`config.mk`:
```
export PLATFORM = sky130hd
export DESIGN_NAME = prince_sbox_layer_driver_flat
export DESIGN_NICKNAME = d
export VERILOG_FILES = /design/src/rtl/prince_sbox_layer_driver_pkg.sv /design/src/rtl/prince_sbox_layer_driver_if.sv /design/src/rtl/prince_valid_pipe.sv /design/src/rtl/prince_sbox_layer_driver.sv /design/src/flat_wrapper.sv
export SDC_FILE = /design/constraint.sdc
export NUM_CORES = 1
export LEC_CHECK = 0
export CORE_AREA = 2 2 247 249
export DETAILED_ROUTE_END_ITERATION = 6
export DIE_AREA = 0 0 249 251
export GPL_TIMING_DRIVEN = 0
export PLACE_DENSITY = 0.69
export SETUP_SLACK_MARGIN = 0.3
export SYNTH_ARGS = -nofsm -noshare
export SYNTH_HDL_FRONTEND = slang
export SYNTH_SLANG_ARGS = --single-unit
```
`constraint.sdc`:
```
create_clock -name clk -period 18.1 [get_ports clk]
set_input_delay 2.715 -clock clk [delete_from_list [all_inputs] [get_ports clk]]
set_output_delay 2.715 -clock clk [all_outputs]
set_load 0.1 [all_outputs]
```
`src/rtl/prince_sbox_layer_driver_pkg.sv`:
```
// Shared types and constants for the PRINCE S-box layer sequencer.
// Holds the FSM state type, share geometry and nibble index helper.
package prince_sbox_layer_driver_pkg;

  typedef enum logic [1:0] {StIdle, StRun, StDrain, StDone} state_e;

  localparam int unsigned NIBBLE_W    = 4;
  localparam int unsigned NB_W        = 2 * NIBBLE_W;
  localparam int unsigned DEF_NIBBLES = 16;
  localparam int unsigned DEF_R_WIDTH = 108;

  // Index of the neighbouring nibble, wrapping the last one back to nibble 0.
  function automatic int unsigned next_nibble(input int unsigned k, input int unsigned n);
    return (k + 1 == n) ? 0 : k + 1;
  endfunction

endpackage

```
`src/rtl/prince_sbox_layer_driver_if.sv`:
```
// Handshake and S-box share bundle of the PRINCE S-box layer sequencer.
// master = the sequencer, slave = round datapath / S-box / result consumer side.
interface prince_sbox_layer_driver_if
  import prince_sbox_layer_driver_pkg::*;
#(
  parameter int unsigned NIBBLES = DEF_NIBBLES,
  parameter int unsigned R_WIDTH = DEF_R_WIDTH
);
  localparam int unsigned SW = NIBBLE_W * NIBBLES;

  logic                in_valid_i;
  logic                in_ready_o;
  logic [SW-1:0]       in_s1_i;
  logic [SW-1:0]       in_s2_i;
  logic [SW-1:0]       in_s3_i;
  logic [R_WIDTH-1:0]  rnd_i;
  logic                rnd_valid_i;
  logic                rnd_ready_o;
  logic [NIBBLE_W-1:0] sbox_in1_o;
  logic [NIBBLE_W-1:0] sbox_in2_o;
  logic [NIBBLE_W-1:0] sbox_in3_o;
  logic [R_WIDTH-1:0]  sbox_r_o;
  logic [NB_W-1:0]     sbox_nb_o;
  logic [NIBBLE_W-1:0] sbox_out1_i;
  logic [NIBBLE_W-1:0] sbox_out2_i;
  logic [NIBBLE_W-1:0] sbox_out3_i;
  logic                out_valid_o;
  logic                out_ready_i;
  logic [SW-1:0]       out_s1_o;
  logic [SW-1:0]       out_s2_o;
  logic [SW-1:0]       out_s3_o;
  logic                busy_o;

  modport master (
    input  in_valid_i, in_s1_i, in_s2_i, in_s3_i, rnd_i, rnd_valid_i,
           sbox_out1_i, sbox_out2_i, sbox_out3_i, out_ready_i,
    output in_ready_o, rnd_ready_o, sbox_in1_o, sbox_in2_o, sbox_in3_o, sbox_r_o,
           sbox_nb_o, out_valid_o, out_s1_o, out_s2_o, out_s3_o, busy_o
  );

  modport slave (
    output in_valid_i, in_s1_i, in_s2_i, in_s3_i, rnd_i, rnd_valid_i,
           sbox_out1_i, sbox_out2_i, sbox_out3_i, out_ready_i,
    input  in_ready_o, rnd_ready_o, sbox_in1_o, sbox_in2_o, sbox_in3_o, sbox_r_o,
           sbox_nb_o, out_valid_o, out_s1_o, out_s2_o, out_s3_o, busy_o
  );

endinterface

```
`src/rtl/prince_valid_pipe.sv`:
```
// Strobe delay line matching the external S-box latency.
// The tail marks the cycle in which S-box outputs belong to an issued nibble.
module prince_valid_pipe #(
  parameter int unsigned SBOX_LAT = 1
) (
  input  logic clk,
  input  logic rst_i,
  input  logic strobe,
  output logic tail
);

  logic [SBOX_LAT-1:0] pipe_q;

  generate
    if (SBOX_LAT == 1) begin : g_one
      always_ff @(posedge clk or posedge rst_i) begin
        if (rst_i) pipe_q <= '0;
        else       pipe_q <= strobe;
      end
    end else begin : g_deep
      always_ff @(posedge clk or posedge rst_i) begin
        if (rst_i) pipe_q <= '0;
        else       pipe_q <= {pipe_q[SBOX_LAT-2:0], strobe};
      end
    end
  endgenerate

  assign tail = pipe_q[SBOX_LAT-1];

endmodule

```
`src/rtl/prince_sbox_layer_driver.sv`:
```
// Streams a 3-share PRINCE state through one external masked 4-bit S-box,
// one nibble per randomness strobe, and collects the shares into a result.
module prince_sbox_layer_driver
  import prince_sbox_layer_driver_pkg::*;
#(
  parameter int unsigned NIBBLES  = DEF_NIBBLES,
  parameter int unsigned SBOX_LAT = 1,
  parameter int unsigned R_WIDTH  = DEF_R_WIDTH
) (
  input logic                         clk,
  input logic                         rst_i,
  prince_sbox_layer_driver_if.master  bus
);

  localparam int unsigned SW = NIBBLE_W * NIBBLES;
  localparam int unsigned CW = $clog2(NIBBLES + 1);
  localparam int unsigned IW = $clog2(NIBBLES);

  state_e              state_q, state_d;
  logic [CW-1:0]       issue_q, issue_d, cap_q, cap_d;
  logic [SW-1:0]       s1_q, s2_q, s3_q;
  logic [SW-1:0]       res1_q, res2_q, res3_q;
  logic [NIBBLE_W-1:0] hold1_q, hold2_q, hold3_q;
  logic [R_WIDTH-1:0]  hold_r_q;
  logic [NB_W-1:0]     hold_nb_q;

  logic                accept, strobe, tail, cap_done;
  logic [IW-1:0]       issue_idx, nb_idx, cap_idx;
  logic [NIBBLE_W-1:0] cur1, cur2, cur3;
  logic [NB_W-1:0]     cur_nb;

  assign issue_idx = issue_q[IW-1:0];
  assign cap_idx   = cap_q[IW-1:0];
  assign nb_idx    = IW'(next_nibble(32'(issue_idx), NIBBLES));

  assign accept = (state_q == StIdle) && bus.in_valid_i;
  assign strobe = (state_q == StRun) && bus.rnd_valid_i;

  assign cur1   = s1_q[issue_idx*NIBBLE_W +: NIBBLE_W];
  assign cur2   = s2_q[issue_idx*NIBBLE_W +: NIBBLE_W];
  assign cur3   = s3_q[issue_idx*NIBBLE_W +: NIBBLE_W];
  assign cur_nb = {s2_q[nb_idx*NIBBLE_W +: NIBBLE_W], s1_q[nb_idx*NIBBLE_W +: NIBBLE_W]};

  // Look ahead one capture so out_valid rises the cycle after the last capture.
  assign cap_done = (cap_q == CW'(NIBBLES)) || (tail && (cap_q == CW'(NIBBLES - 1)));

  prince_valid_pipe #(
    .SBOX_LAT(SBOX_LAT)
  ) u_valid_pipe (
    .clk   (clk),
    .rst_i (rst_i),
    .strobe(strobe),
    .tail  (tail)
  );

  always_comb begin
    state_d = state_q;
    issue_d = issue_q;
    cap_d   = tail ? cap_q + 1'b1 : cap_q;
    unique case (state_q)
      StIdle: begin
        if (accept) begin
          state_d = StRun;
          issue_d = '0;
          cap_d   = '0;
        end
      end
      StRun: begin
        if (strobe) begin
          issue_d = issue_q + 1'b1;
          if (issue_q == CW'(NIBBLES - 1)) state_d = StDrain;
        end
      end
      StDrain: begin
        if (cap_done) state_d = StDone;
      end
      StDone: begin
        if (bus.out_ready_i) state_d = StIdle;
      end
      default: state_d = StIdle;
    endcase
  end

  always_ff @(posedge clk or posedge rst_i) begin
    if (rst_i) begin
      state_q   <= StIdle;
      issue_q   <= '0;
      cap_q     <= '0;
      s1_q      <= '0;
      s2_q      <= '0;
      s3_q      <= '0;
      res1_q    <= '0;
      res2_q    <= '0;
      res3_q    <= '0;
      hold1_q   <= '0;
      hold2_q   <= '0;
      hold3_q   <= '0;
      hold_r_q  <= '0;
      hold_nb_q <= '0;
    end else begin
      state_q <= state_d;
      issue_q <= issue_d;
      cap_q   <= cap_d;
      if (accept) begin
        s1_q <= bus.in_s1_i;
        s2_q <= bus.in_s2_i;
        s3_q <= bus.in_s3_i;
      end
      // S-box inputs keep their last issued value through stall bubbles.
      if (strobe) begin
        hold1_q   <= cur1;
        hold2_q   <= cur2;
        hold3_q   <= cur3;
        hold_r_q  <= bus.rnd_i;
        hold_nb_q <= cur_nb;
      end
      if (tail) begin
        res1_q[cap_idx*NIBBLE_W +: NIBBLE_W] <= bus.sbox_out1_i;
        res2_q[cap_idx*NIBBLE_W +: NIBBLE_W] <= bus.sbox_out2_i;
        res3_q[cap_idx*NIBBLE_W +: NIBBLE_W] <= bus.sbox_out3_i;
      end
    end
  end

  always_comb begin
    bus.in_ready_o  = (state_q == StIdle);
    bus.busy_o      = (state_q != StIdle);
    bus.out_valid_o = (state_q == StDone);
    bus.rnd_ready_o = strobe;
    bus.sbox_in1_o  = strobe ? cur1 : hold1_q;
    bus.sbox_in2_o  = strobe ? cur2 : hold2_q;
    bus.sbox_in3_o  = strobe ? cur3 : hold3_q;
    bus.sbox_r_o    = strobe ? bus.rnd_i : hold_r_q;
    bus.sbox_nb_o   = strobe ? cur_nb : hold_nb_q;
    bus.out_s1_o    = res1_q;
    bus.out_s2_o    = res2_q;
    bus.out_s3_o    = res3_q;
  end

endmodule

```
`src/flat_wrapper.sv`:
```
// flat-port wrapper written by rule: the top's interface ports become plain ports
module prince_sbox_layer_driver_flat import prince_sbox_layer_driver_pkg::*;
#(
  parameter int unsigned NIBBLES  = DEF_NIBBLES,
  parameter int unsigned SBOX_LAT = 1,
  parameter int unsigned R_WIDTH  = DEF_R_WIDTH
)
  (clk, rst_i, bus_in_valid_i, bus_in_s1_i, bus_in_s2_i, bus_in_s3_i, bus_rnd_i, bus_rnd_valid_i, bus_sbox_out1_i, bus_sbox_out2_i, bus_sbox_out3_i, bus_out_ready_i, bus_in_ready_o, bus_rnd_ready_o, bus_sbox_in1_o, bus_sbox_in2_o, bus_sbox_in3_o, bus_sbox_r_o, bus_sbox_nb_o, bus_out_valid_o, bus_out_s1_o, bus_out_s2_o, bus_out_s3_o, bus_busy_o);
  prince_sbox_layer_driver_if #(.NIBBLES(NIBBLES), .R_WIDTH(R_WIDTH)) bus_i ();
  input logic clk;
  input logic rst_i;
  input wire logic [$bits(bus_i.in_valid_i)-1:0] bus_in_valid_i;
  input wire logic [$bits(bus_i.in_s1_i)-1:0] bus_in_s1_i;
  input wire logic [$bits(bus_i.in_s2_i)-1:0] bus_in_s2_i;
  input wire logic [$bits(bus_i.in_s3_i)-1:0] bus_in_s3_i;
  input wire logic [$bits(bus_i.rnd_i)-1:0] bus_rnd_i;
  input wire logic [$bits(bus_i.rnd_valid_i)-1:0] bus_rnd_valid_i;
  input wire logic [$bits(bus_i.sbox_out1_i)-1:0] bus_sbox_out1_i;
  input wire logic [$bits(bus_i.sbox_out2_i)-1:0] bus_sbox_out2_i;
  input wire logic [$bits(bus_i.sbox_out3_i)-1:0] bus_sbox_out3_i;
  input wire logic [$bits(bus_i.out_ready_i)-1:0] bus_out_ready_i;
  output wire logic [$bits(bus_i.in_ready_o)-1:0] bus_in_ready_o;
  output wire logic [$bits(bus_i.rnd_ready_o)-1:0] bus_rnd_ready_o;
  output wire logic [$bits(bus_i.sbox_in1_o)-1:0] bus_sbox_in1_o;
  output wire logic [$bits(bus_i.sbox_in2_o)-1:0] bus_sbox_in2_o;
  output wire logic [$bits(bus_i.sbox_in3_o)-1:0] bus_sbox_in3_o;
  output wire logic [$bits(bus_i.sbox_r_o)-1:0] bus_sbox_r_o;
  output wire logic [$bits(bus_i.sbox_nb_o)-1:0] bus_sbox_nb_o;
  output wire logic [$bits(bus_i.out_valid_o)-1:0] bus_out_valid_o;
  output wire logic [$bits(bus_i.out_s1_o)-1:0] bus_out_s1_o;
  output wire logic [$bits(bus_i.out_s2_o)-1:0] bus_out_s2_o;
  output wire logic [$bits(bus_i.out_s3_o)-1:0] bus_out_s3_o;
  output wire logic [$bits(bus_i.busy_o)-1:0] bus_busy_o;
  assign bus_i.in_valid_i = bus_in_valid_i;
  assign bus_i.in_s1_i = bus_in_s1_i;
  assign bus_i.in_s2_i = bus_in_s2_i;
  assign bus_i.in_s3_i = bus_in_s3_i;
  assign bus_i.rnd_i = bus_rnd_i;
  assign bus_i.rnd_valid_i = bus_rnd_valid_i;
  assign bus_i.sbox_out1_i = bus_sbox_out1_i;
  assign bus_i.sbox_out2_i = bus_sbox_out2_i;
  assign bus_i.sbox_out3_i = bus_sbox_out3_i;
  assign bus_i.out_ready_i = bus_out_ready_i;
  assign bus_in_ready_o = bus_i.in_ready_o;
  assign bus_rnd_ready_o = bus_i.rnd_ready_o;
  assign bus_sbox_in1_o = bus_i.sbox_in1_o;
  assign bus_sbox_in2_o = bus_i.sbox_in2_o;
  assign bus_sbox_in3_o = bus_i.sbox_in3_o;
  assign bus_sbox_r_o = bus_i.sbox_r_o;
  assign bus_sbox_nb_o = bus_i.sbox_nb_o;
  assign bus_out_valid_o = bus_i.out_valid_o;
  assign bus_out_s1_o = bus_i.out_s1_o;
  assign bus_out_s2_o = bus_i.out_s2_o;
  assign bus_out_s3_o = bus_i.out_s3_o;
  assign bus_busy_o = bus_i.busy_o;
  prince_sbox_layer_driver #(.NIBBLES(NIBBLES), .SBOX_LAT(SBOX_LAT), .R_WIDTH(R_WIDTH)) u_core (.clk(clk), .rst_i(rst_i), .bus(bus_i));
endmodule
```
==> impl_metrics.py, run 1 <==
metrics = {
    "finish": {
        "final_common_cell": "clkdlybuf4s50_1",
        "fin_nets": 2990,
        "final_layout_size_suffix_gt1_share_pct": 19.5,
        "fin_util_pct": 54.4,
        "multi_input_comb_area_um2": 9350,
        "areaGrowthSynthToFinish_pct": 40.8,
        "fin_area_um2": 32500,
        "fillers": 5106,
        "final_cell_mix": "clkdlybuf4s50_1 (636), dfrtp_1 (525), nand2_1 (515)",
        "area.sequential_um2": 13100,
    },
    "drt": {
        "ant_nets": 0,
        "vias_per_cell": 5.28,
        "num_vias": 18500,
        "drt_drc_violations_left": 0,
        "initialDrtViolationCount": 1357,
        "wl_per_cell_um": 23.2,
        "wirelength_mm": 81.1,
        "drtPass1Iterations": 6,
    },
    "floorplanning": {
        "core_area_um2": 59800,
        "die_h_um": 251,
        "rows": 90,
        "pin_count": 641,
        "die_area_um2": 62500,
        "initial_core_util_pct": 38.7,
        "die_w_um": 249,
    },
    "synth": {
        "async_reset_ff_share_pct": 100,
        "synthesis.nets": 2291,
        "yosys.area.top_type_share_pct": 56.8,
        "netlist_area_um2": 23100,
        "syn-mean-instance-area_um2": 11.8,
        "synth_edf_count": 0,
        "synth_cells": 1964,
        "yosysWarnings": 0,
        "ys_top_cells_by_area": "dfrtp_1 (57%), mux2_2 (15%), nand2_1 (8.4%)",
        "synth_top_cell_by_area": "dfrtp_1",
        "synthFlopType": "dfrtp_1",
        "yosysSeqAreaShare_pct": 56.8,
        "ys_seq_elements": 525,
        "yosysUniqueCellTypes": 54,
    },
    "place": {
        "place_ws_ps": 9230,
        "dp_hpwl_mm": 62.8,
        "io_buffers": 636,
        "placed_area_um2": 30600,
        "gp_congestion": 0.923,
    },
    "cts": {
        "hold_buffers": 0,
        "cts_setup_buffers": 0,
        "cts-buffers-inserted": 57,
        "cts.clk_slew.worst_paths_ps": 60,
        "root_buffer": "clkbuf_16",
        "cts_max_level": 2,
        "insertion_delay_ps": 610,
        "cts_sinks": 525,
        "cts_resized": 0,
        "clock_path_buffers": 3,
        "cts_tree": "built",
    },
    "worst_setup_path": {
        "critical_path.most_common_cell": "nand2_1",
        "criticalPathCategory": "in2out",
        "crit_family": "buffers and inverters",
        "path_cells": "buf_2, nand2_1, inv_1, clkbuf_1, clkbuf_1, nand2_1, nand2_1, clkdlybuf4s50_1",
        "worstPathRequired_ps": 15390,
        "crit_arrival_ps": 6110,
        "end_kind": "output pin",
        "crit_path_start_kind": "primary input",
        "crit_fanout": 11,
        "max_stage_delay_ps": 1180,
        "path_buf_inv": 5,
        "crit_slowest_cell": "clkdlybuf4s50_1",
    },
    "timing": {
        "setup_viol": 0,
        "hold_violations": 0,
        "rsz0062_at_grt": "no",
        "period_minus_slack_ps": 8820,
        "tns_ps": 0,
        "worst_slew_pin_slew_ps": 1160,
        "timing.final.ws_setup_ps": 9280,
        "fmax_mhz": 113,
        "post-route-period-util_pct": 48.8,
        "finClkSkew_ps": 22.0,
        "finalMaxSlewViolations": 0,
        "relSlewSlack_pct": 22.3,
    },
    "global_routing": {
        "grt_pass1_wl_mm": 121,
        "grt_overflow": 0,
        "grt_max_degree": 132,
        "track_usage_pct": 25.7,
        "grt_pass1_vias": 19300,
        "antenna_found_initial": 14,
    },
    "outcome": {
        "status": "finished, final reports clean",
    },
    "worst_hold_path": {
        "hold_path_class": "reg2reg",
    },
    "run": {
        "drv_cap": 0,
    },
}
==> tightest hold or removal path: cells and delay by family, from the launching register on <==
family	cells	cell delay, ps
flip-flops	1	320
AND/OR/NAND/NOR	2	110
==> metrics by stage <==
stage                     instances  hold slack [ps]
after CTS                      3491              475
after global routing           3496              487
after floorplan                1964              470
after global placement         3382              453
after detailed placement       3386              458
final                          3499              472
==> metal layers <==
metal | vias to the layer above | GRT usage [%] | wire, um | share of wire [%]
li1 | 8209 | - | - | -
met1 | 9217 | 31.5 | 31600 | 39
met2 | 864 | 43.0 | 39500 | 49
met3 | 181 | 6.57 | 6500 | 8.0
met4 | 8 | 11.4 | 3480 | 4.3
met5 | - | 0 | 53 | 0.065
==> final timing paths <==
kind	start	endpoint	slack [ps]	cells past startpoint
max	bus_rnd_valid_i	bus_sbox_r_o[100]	9280	8
min	u_core.hold_r_q[9]$_DFF_PP0_	u_core.hold_r_q[9]$_DFF_PP0_	470	2
max reg2reg	u_core.cap_q[0]$_DFF_PP0_	u_core.bus.out_s1_o[26]$_DFFE_PP0P_	14570	11
min reg2reg	u_core.hold_r_q[9]$_DFF_PP0_	u_core.hold_r_q[9]$_DFF_PP0_	470	2
max in group asynchronous	rst_i	u_core.s3_q[21]$_DFFE_PP0P_	14380	3
min in group asynchronous	rst_i	u_core.hold_r_q[12]$_DFF_PP0_	2600	2
==> synth_stat cells (6+ instances only) <==
cell type,n
a211oi_1,6
a21oi_1,30
a31oi_1,10
a32oi_1,10
and2_1,13
and3_1,25
buf_1,12
buf_2,52
clkbuf_1,56
dfrtp_1,525
ha_1,10
inv_1,16
mux2_1,6
mux2_2,303
mux2_4,10
mux2i_1,46
mux4_2,48
nand2_1,515
nand2b_1,8
nand3_1,29
nand4_1,9
nor2_1,50
nor2b_1,16
nor3_1,14
o21ai_0,72
o31ai_1,10
==> sequential cells by signal, indices dropped and copies added (netlist names) <==
register	flops
u_core.u_valid_pipe.tail	1
u_core.bus.out_s3_o	64
u_core.hold2_q	4
u_core.s3_q	64
u_core.bus.out_s2_o	64
u_core.state_q	2
u_core.bus.out_s1_o	64
u_core.hold1_q	4
u_core.s2_q	64
u_core.s1_q	64
u_core.cap_q	5
u_core.hold3_q	4
u_core.issue_q	5
u_core.hold_r_q	108
u_core.hold_nb_q	8
==> cell families (layout without fill, tap and decap cells) <==
group	after synthesis	in the layout	synth area share, %
DFF	525	525	56.8
adders and majority gates	10	10	0.541
other	0	8	0
muxes	413	413	22.4
xor gates and xnor gates	7	7	0.298
buffers and inverters	143	888	2.71
and+or+nand+nor	685	685	12.2
AOI/OAI and AO/OA	181	181	5.02
==> cell type report <==
| cell class | instances | area share (%) |
|---|---|---|
| buffer | 127 | 1.74 |
| clock inverter | 20 | 0.665 |
| antenna | 8 | 0.0615 |
| sequential | 525 | 40.4 |
| clock buffer | 85 | 5.30 |
| inverter | 16 | 0.208 |
| multi-input combinational | 1296 | 28.7 |
| timing repair buffer | 640 | 19.9 |
| tap | 782 | 3.01 |
Power of run 1 is left out: the tool's default activity adds up to more than one toggle a clock period on the data nets, which glitch-free logic cannot reach.
==> run 2: changes to the inputs <==
- CORE_AREA: 2 2 247 249 -> 2 2 248 250
- DIE_AREA: 0 0 249 251 -> 0 0 250 252
- PLACE_DENSITY: 0.69 -> 0.66
- clock period: 18.1 -> 8.84 ns (I/O delays scaled with it)
==> run 2 against run 1 <==
Compared with the run above:
- clock skew up 0.88 ps
- global-route usage shrank 0.056 points
- largest cell class unchanged
- critical path type is now reg2out
- non-clock buffer count rose by 9
- critical endpoint is now bus_sbox_nb_o[0]
- utilization rose by 0.073 points
- clock-buffer cell count down 2
- routed wire length rose by 1.6%
==> impl_metrics.py, run 2 (synthesis gave the netlist of run 1 again) <==
metrics = {
    "outcome": {
        "status": "finished, final reports clean",
    },
    "drt": {
        "initialDrtViolationCount": 1378,
        "drtPass1Iterations": 5,
        "ant_nets": 0,
        "wl_per_cell_um": 23.5,
        "wirelength_mm": 82.4,
        "drt_drc_violations_left": 0,
        "vias_per_cell": 5.30,
        "num_vias": 18500,
    },
    "finish": {
        "final_common_cell": "clkdlybuf4s50_1",
        "multi_input_comb_area_um2": 9350,
        "fillers": 5131,
        "fin_nets": 2999,
        "fin_area_um2": 32800,
        "final_layout_size_suffix_gt1_share_pct": 19.6,
        "area.sequential_um2": 13100,
        "largest_reg_flops": 108,
        "areaGrowthSynthToFinish_pct": 41.8,
        "top_register": "u_core.hold_r_q",
        "final_cell_mix": "clkdlybuf4s50_1 (636), dfrtp_1 (525), nand2_1 (515)",
        "fin_util_pct": 54.5,
    },
    "worst_setup_path": {
        "crit_path_start_kind": "flip-flop",
        "crit_fanout": 10,
        "crit_arrival_ps": 4890,
        "worstPathRequired_ps": 7510,
        "criticalPathCategory": "reg2out",
        "end_kind": "output pin",
        "regToRegSetupSlack_ps": 5330,
    },
    "timing": {
        "finClkSkew_ps": 22.9,
        "worst_slew_pin_slew_ps": 1220,
        "tns_ps": 0,
        "fmax_mhz": 161,
        "hold_violations": 0,
        "relSlewSlack_pct": 18.4,
        "hold_ws_ps": 469,
        "period_minus_slack_ps": 6220,
        "timing.final.ws_setup_ps": 2620,
        "post-route-period-util_pct": 70.3,
        "rsz0062_at_grt": "no",
        "finalMaxSlewViolations": 0,
        "setup_viol": 0,
    },
    "power_and_ir_drop": {
        "vdd_ir_drop_max_mv": 0.332,
        "p_per_area_nw_per_um2": 455,
        "leakagePower_nw": 14.4,
    },
    "floorplanning": {
        "initial_core_util_pct": 38.4,
        "die_h_um": 252,
        "die_w_um": 250,
        "pin_count": 641,
        "rows": 90,
        "core_area_um2": 60100,
        "die_area_um2": 63000,
    },
    "global_routing": {
        "grt_max_degree": 46,
        "antenna_found_initial": 6,
        "track_usage_pct": 25.6,
        "grt_pass1_wl_mm": 122,
        "grt_pass1_vias": 19200,
        "grt_overflow": 0,
    },
    "cts": {
        "cts-buffers-inserted": 57,
        "cts_max_level": 2,
        "hold_buffers": 0,
        "insertion_delay_ps": 610,
        "clock_path_buffers": 3,
        "root_buffer": "clkbuf_16",
        "cts_resized": 0,
        "cts.clk_slew.worst_paths_ps": 60,
        "cts_sinks": 525,
        "cts_tree": "built",
        "cts_setup_buffers": 0,
    },
    "worst_hold_path": {
        "hold_path_class": "reg2reg",
    },
    "place": {
        "gp_congestion": 0.916,
        "placed_area_um2": 30700,
        "io_buffers": 636,
        "dp_hpwl_mm": 63.7,
        "place_ws_ps": 2600,
    },
    "run": {
        "drv_cap": 0,
    },
}
[run 2: cell count changes in the layout (fill, tap and decap cells not counted), sizes merged]
cell / change
buf: +9
bufinv: +6
diode: -6
clkinv: -3
clkbuf: -2
inv: -1
[run 2: metal layers]
layer / vias to the layer above / track usage, % / part of all wire [%]
met5: - / 0 / 0.046
met4: 6 / 8.25 / 3.1
met3: 151 / 5.78 / 7.2
met2: 761 / 44.2 / 50
met1: 9405 / 32.0 / 40
li1: 8223 / - / -
[run 2: final timing paths]
check / startpoint / to / depth (start not counted)
setup / recovery: u_core.issue_q[0]$_DFFE_PP0P_ / bus_sbox_nb_o[0] / 9
hold / removal: u_core.hold_r_q[62]$_DFF_PP0_ / u_core.hold_r_q[62]$_DFF_PP0_ / 2
setup reg to reg: u_core.cap_q[0]$_DFF_PP0_ / u_core.bus.out_s1_o[27]$_DFFE_PP0P_ / 11
hold reg to reg: u_core.hold_r_q[62]$_DFF_PP0_ / u_core.hold_r_q[62]$_DFF_PP0_ / 2
max in group asynchronous: rst_i / u_core.hold_r_q[7]$_DFF_PP0_ / 6
min in group asynchronous: rst_i / u_core.bus.out_s3_o[12]$_DFFE_PP0P_ / 2
[run 2: report_power, final]
group          internal, mW  switching [mW]
Combinational          2.40            6.05
Clock                  1.59           0.994
Sequential             3.32           0.549
Total                  7.31            7.59
[run 2: cell type report]
cell class              count  area share (%)
well taps                 782            2.99
repair buffers            649            20.2
diodes                      2          0.0153
inverters                  16           0.195
clock buffers              83            5.09
plain buffers             127            1.73
clock inverters            22            1.13
multi-input cells        1296            28.5
flip-flops and latches    525            40.1
[run 2: metrics by stage]
stage | power, mW | instances
6_report | 14.9 | 3502
5_1_grt | 15.5 | 3502
4_1_cts | 14.9 | 3500
3_5_place_dp | 12.3 | 3395
3_3_place_gp | 12.2 | 3382
2_1_floorplan | 10.0 | 1964
[run 2: worst max-delay path, stage by stage (launching register included)]
cell,delay [ps]
dfrtp_1,420
ha_1,290
buf_2,230
buf_2,310
clkbuf_1,540
a21boi_1,460
nand3_1,170
a31oi_1,120
nor3_1,470
clkdlybuf4s50_1,1240
No activity file was read; power rests on OpenSTA's default activity.
==> variant (settings of run 1) <==
The 4 states of `state_e` get a one-hot encoding in 4 bits.
--- a/src/rtl/prince_sbox_layer_driver_pkg.sv
+++ b/src/rtl/prince_sbox_layer_driver_pkg.sv
@@ -2,7 +2,7 @@
 // Holds the FSM state type, share geometry and nibble index helper.
 package prince_sbox_layer_driver_pkg;
 
-  typedef enum logic [1:0] {StIdle, StRun, StDrain, StDone} state_e;
+  typedef enum logic [3:0] {StIdle = 4'b0001, StRun = 4'b0010, StDrain = 4'b0100, StDone = 4'b1000} state_e;
 
   localparam int unsigned NIBBLE_W    = 4;
   localparam int unsigned NB_W        = 2 * NIBBLE_W;
Behaviour: no difference found for any inputs over 4 cycles, from zero or initial values and one cycle with rst_i high; so few cycles prove little.
==> variant against run 1 <==
- wire length up 3.1%
- area after synthesis down 1.7%
- global-route usage up 0.52 points
- design area down 1.1%
- worst setup slack worse by 650 ps
- sequential cell count up 2
- critical path depth unchanged
==> variant: results (changes against run 1) <==
yosys:
  synthAdderAreaFrac: 0.00330  # -0.00211
  synth.top_cells.by_area: "sky130_fd_sc_hd__dfrtp_1 58%, sky130_fd_sc_hd__nand2_1 20%, sky130_fd_sc_hd__mux4_2 6.8%"
  yosys-mux-area-fraction: 0.0984  # -0.125
  synth_xor_xnor_area_share: 0.00308  # +0.000105
  synth.net_count: 2707  # +18%
  post_synthesis_mean_instance_area_um2: 9.54  # -19%
  synth_cell_types: 52  # -3.7%
  seq_area_frac_synth: 0.580  # +0.0118
  synth_commonest_cells: "1189 x sky130_fd_sc_hd__nand2_1, 526 x sky130_fd_sc_hd__dfrtp_1, 184 x sky130_fd_sc_hd__o21ai_0"
  synth_compound_area_frac: 0.0615  # +0.0112
detailed_routing:
  wirelength_met1_um: 33000  # +4.5%
  detailroute.via_count: 20300  # +9.8%
  routed-wl-met2_um: 41900  # +6.0%
  drt_iter0_drc: 1648  # +21%
  met3_length_um: 5770  # -11%
  vias_per_cell: 5.19  # -1.7%
  firstDrtPassIters: 5  # -1
  highest_layer: "met4"
  detail_route.wirelength_um: 83600  # +3.1%
global_route:
  antenna_found_initial: 3  # -11
  global_route.usage.met1: 0.332  # +0.0171
  globalRouteMet2Util: 0.453  # +0.0234
  gr-usage-all-layers: 0.262  # +0.00518
  number_of_global_route_vias_before_repair: 20700  # +7.7%
  first_pass_grt_wire_length_um: 125000  # +3.4%
  use_met3: 0.0429  # -0.0229
finish:
  layout-drive-gt1-share: 0.0762  # -0.119
  total_nets_final: 3401  # +14%
  largest_register_ff_count: 108  # unchanged
run_status:
  result_of_the_run: "complete, no violations"
clocking:
  tritoncts.num_buffers: 56  # -1.8%
  postCtsSetupRepairBufs: 0  # unchanged
  postCtsHoldBufs: 0  # unchanged
  worstSkewPairLatency_ps: 610  # about the same
  postCtsResizedCells: 0  # unchanged
  ctsRootBufferMaster: "sky130_fd_sc_hd__clkbuf_16"
placed_design:
  numPortBuffers: 632  # -0.63%
  preCtsSetupSlack_ps: 8740  # -492 ps
  hpwlAfterDp_um: 64500  # +2.8%
  placed_cells_incl_taps: 3802  # +12%
  gp_congestion: 0.960  # +4.0%
  postPlaceCellArea_um2: 30200  # -1.4%
hold_path:
  timing.hold.worst_path_depth: 2  # unchanged
  min_to: "u_core.s3_q[57]$_DFFE_PP0P_"
  min-delay-start: "u_core.s3_q[57]$_DFFE_PP0P_"
worst_setup_path:
  regToRegSetupSlack_ps: 14490  # -80 ps
  regToRegEndpoint: "u_core.hold_nb_q[3]$_DFF_PP0_"
  slowest_delay_ps: 1270  # +90 ps
  cp_max_fanout: 10  # -1
  critPathCapture: "bus_sbox_nb_o[3]"
  critical_path.reg2reg.startpoint: "u_core.issue_q[1]$_DFFE_PP0P_"
  worstRegToRegCells: 6  # -5
  critPathArrivalTime_ps: 6760  # +650 ps
timing:
  period_share: 0.523  # +0.0359
  holdWs_ps: 470  # -1.53 ps
  skew_ps: 36.0  # +13.9 ps
  tightestPinTransition_ps: 1130  # -34.8 ps
power_and_ir_drop:
  intPower_mw: 3.18
  max-vdd-ir-drop_mv: 0.126
  static_leakage_nw: 15.1
-- variant: cell count changes in the layout (fill, tap and decap cells not counted), moves of 9 or more --
cell and delta:
sky130_fd_sc_hd__buf_2 -22, sky130_fd_sc_hd__o21ai_0 +112, sky130_fd_sc_hd__nand2_1 +674, sky130_fd_sc_hd__mux2i_1 -18, sky130_fd_sc_hd__a21oi_1 -19, sky130_fd_sc_hd__nor2_1 -28, sky130_fd_sc_hd__and3_1 -20, sky130_fd_sc_hd__mux2_4 -10
sky130_fd_sc_hd__mux2_2 -272, sky130_fd_sc_hd__a32oi_1 -9, sky130_fd_sc_hd__nor2b_1 -13, sky130_fd_sc_hd__clkbuf_1 +44, sky130_fd_sc_hd__mux4_2 +21
-- variant: final cells by class --
class / instances / area [µm²]
fillers: 5259 / 27600
flip-flops and latches: 527 / 13200
multi-input cells: 1685 / 8810
repair buffers: 636 / 6440
clock buffers: 80 / 1650
well taps: 782 / 978
plain buffers: 151 / 649
clock inverters: 23 / 348
inverters: 21 / 86.3
diodes: 3 / 7.51
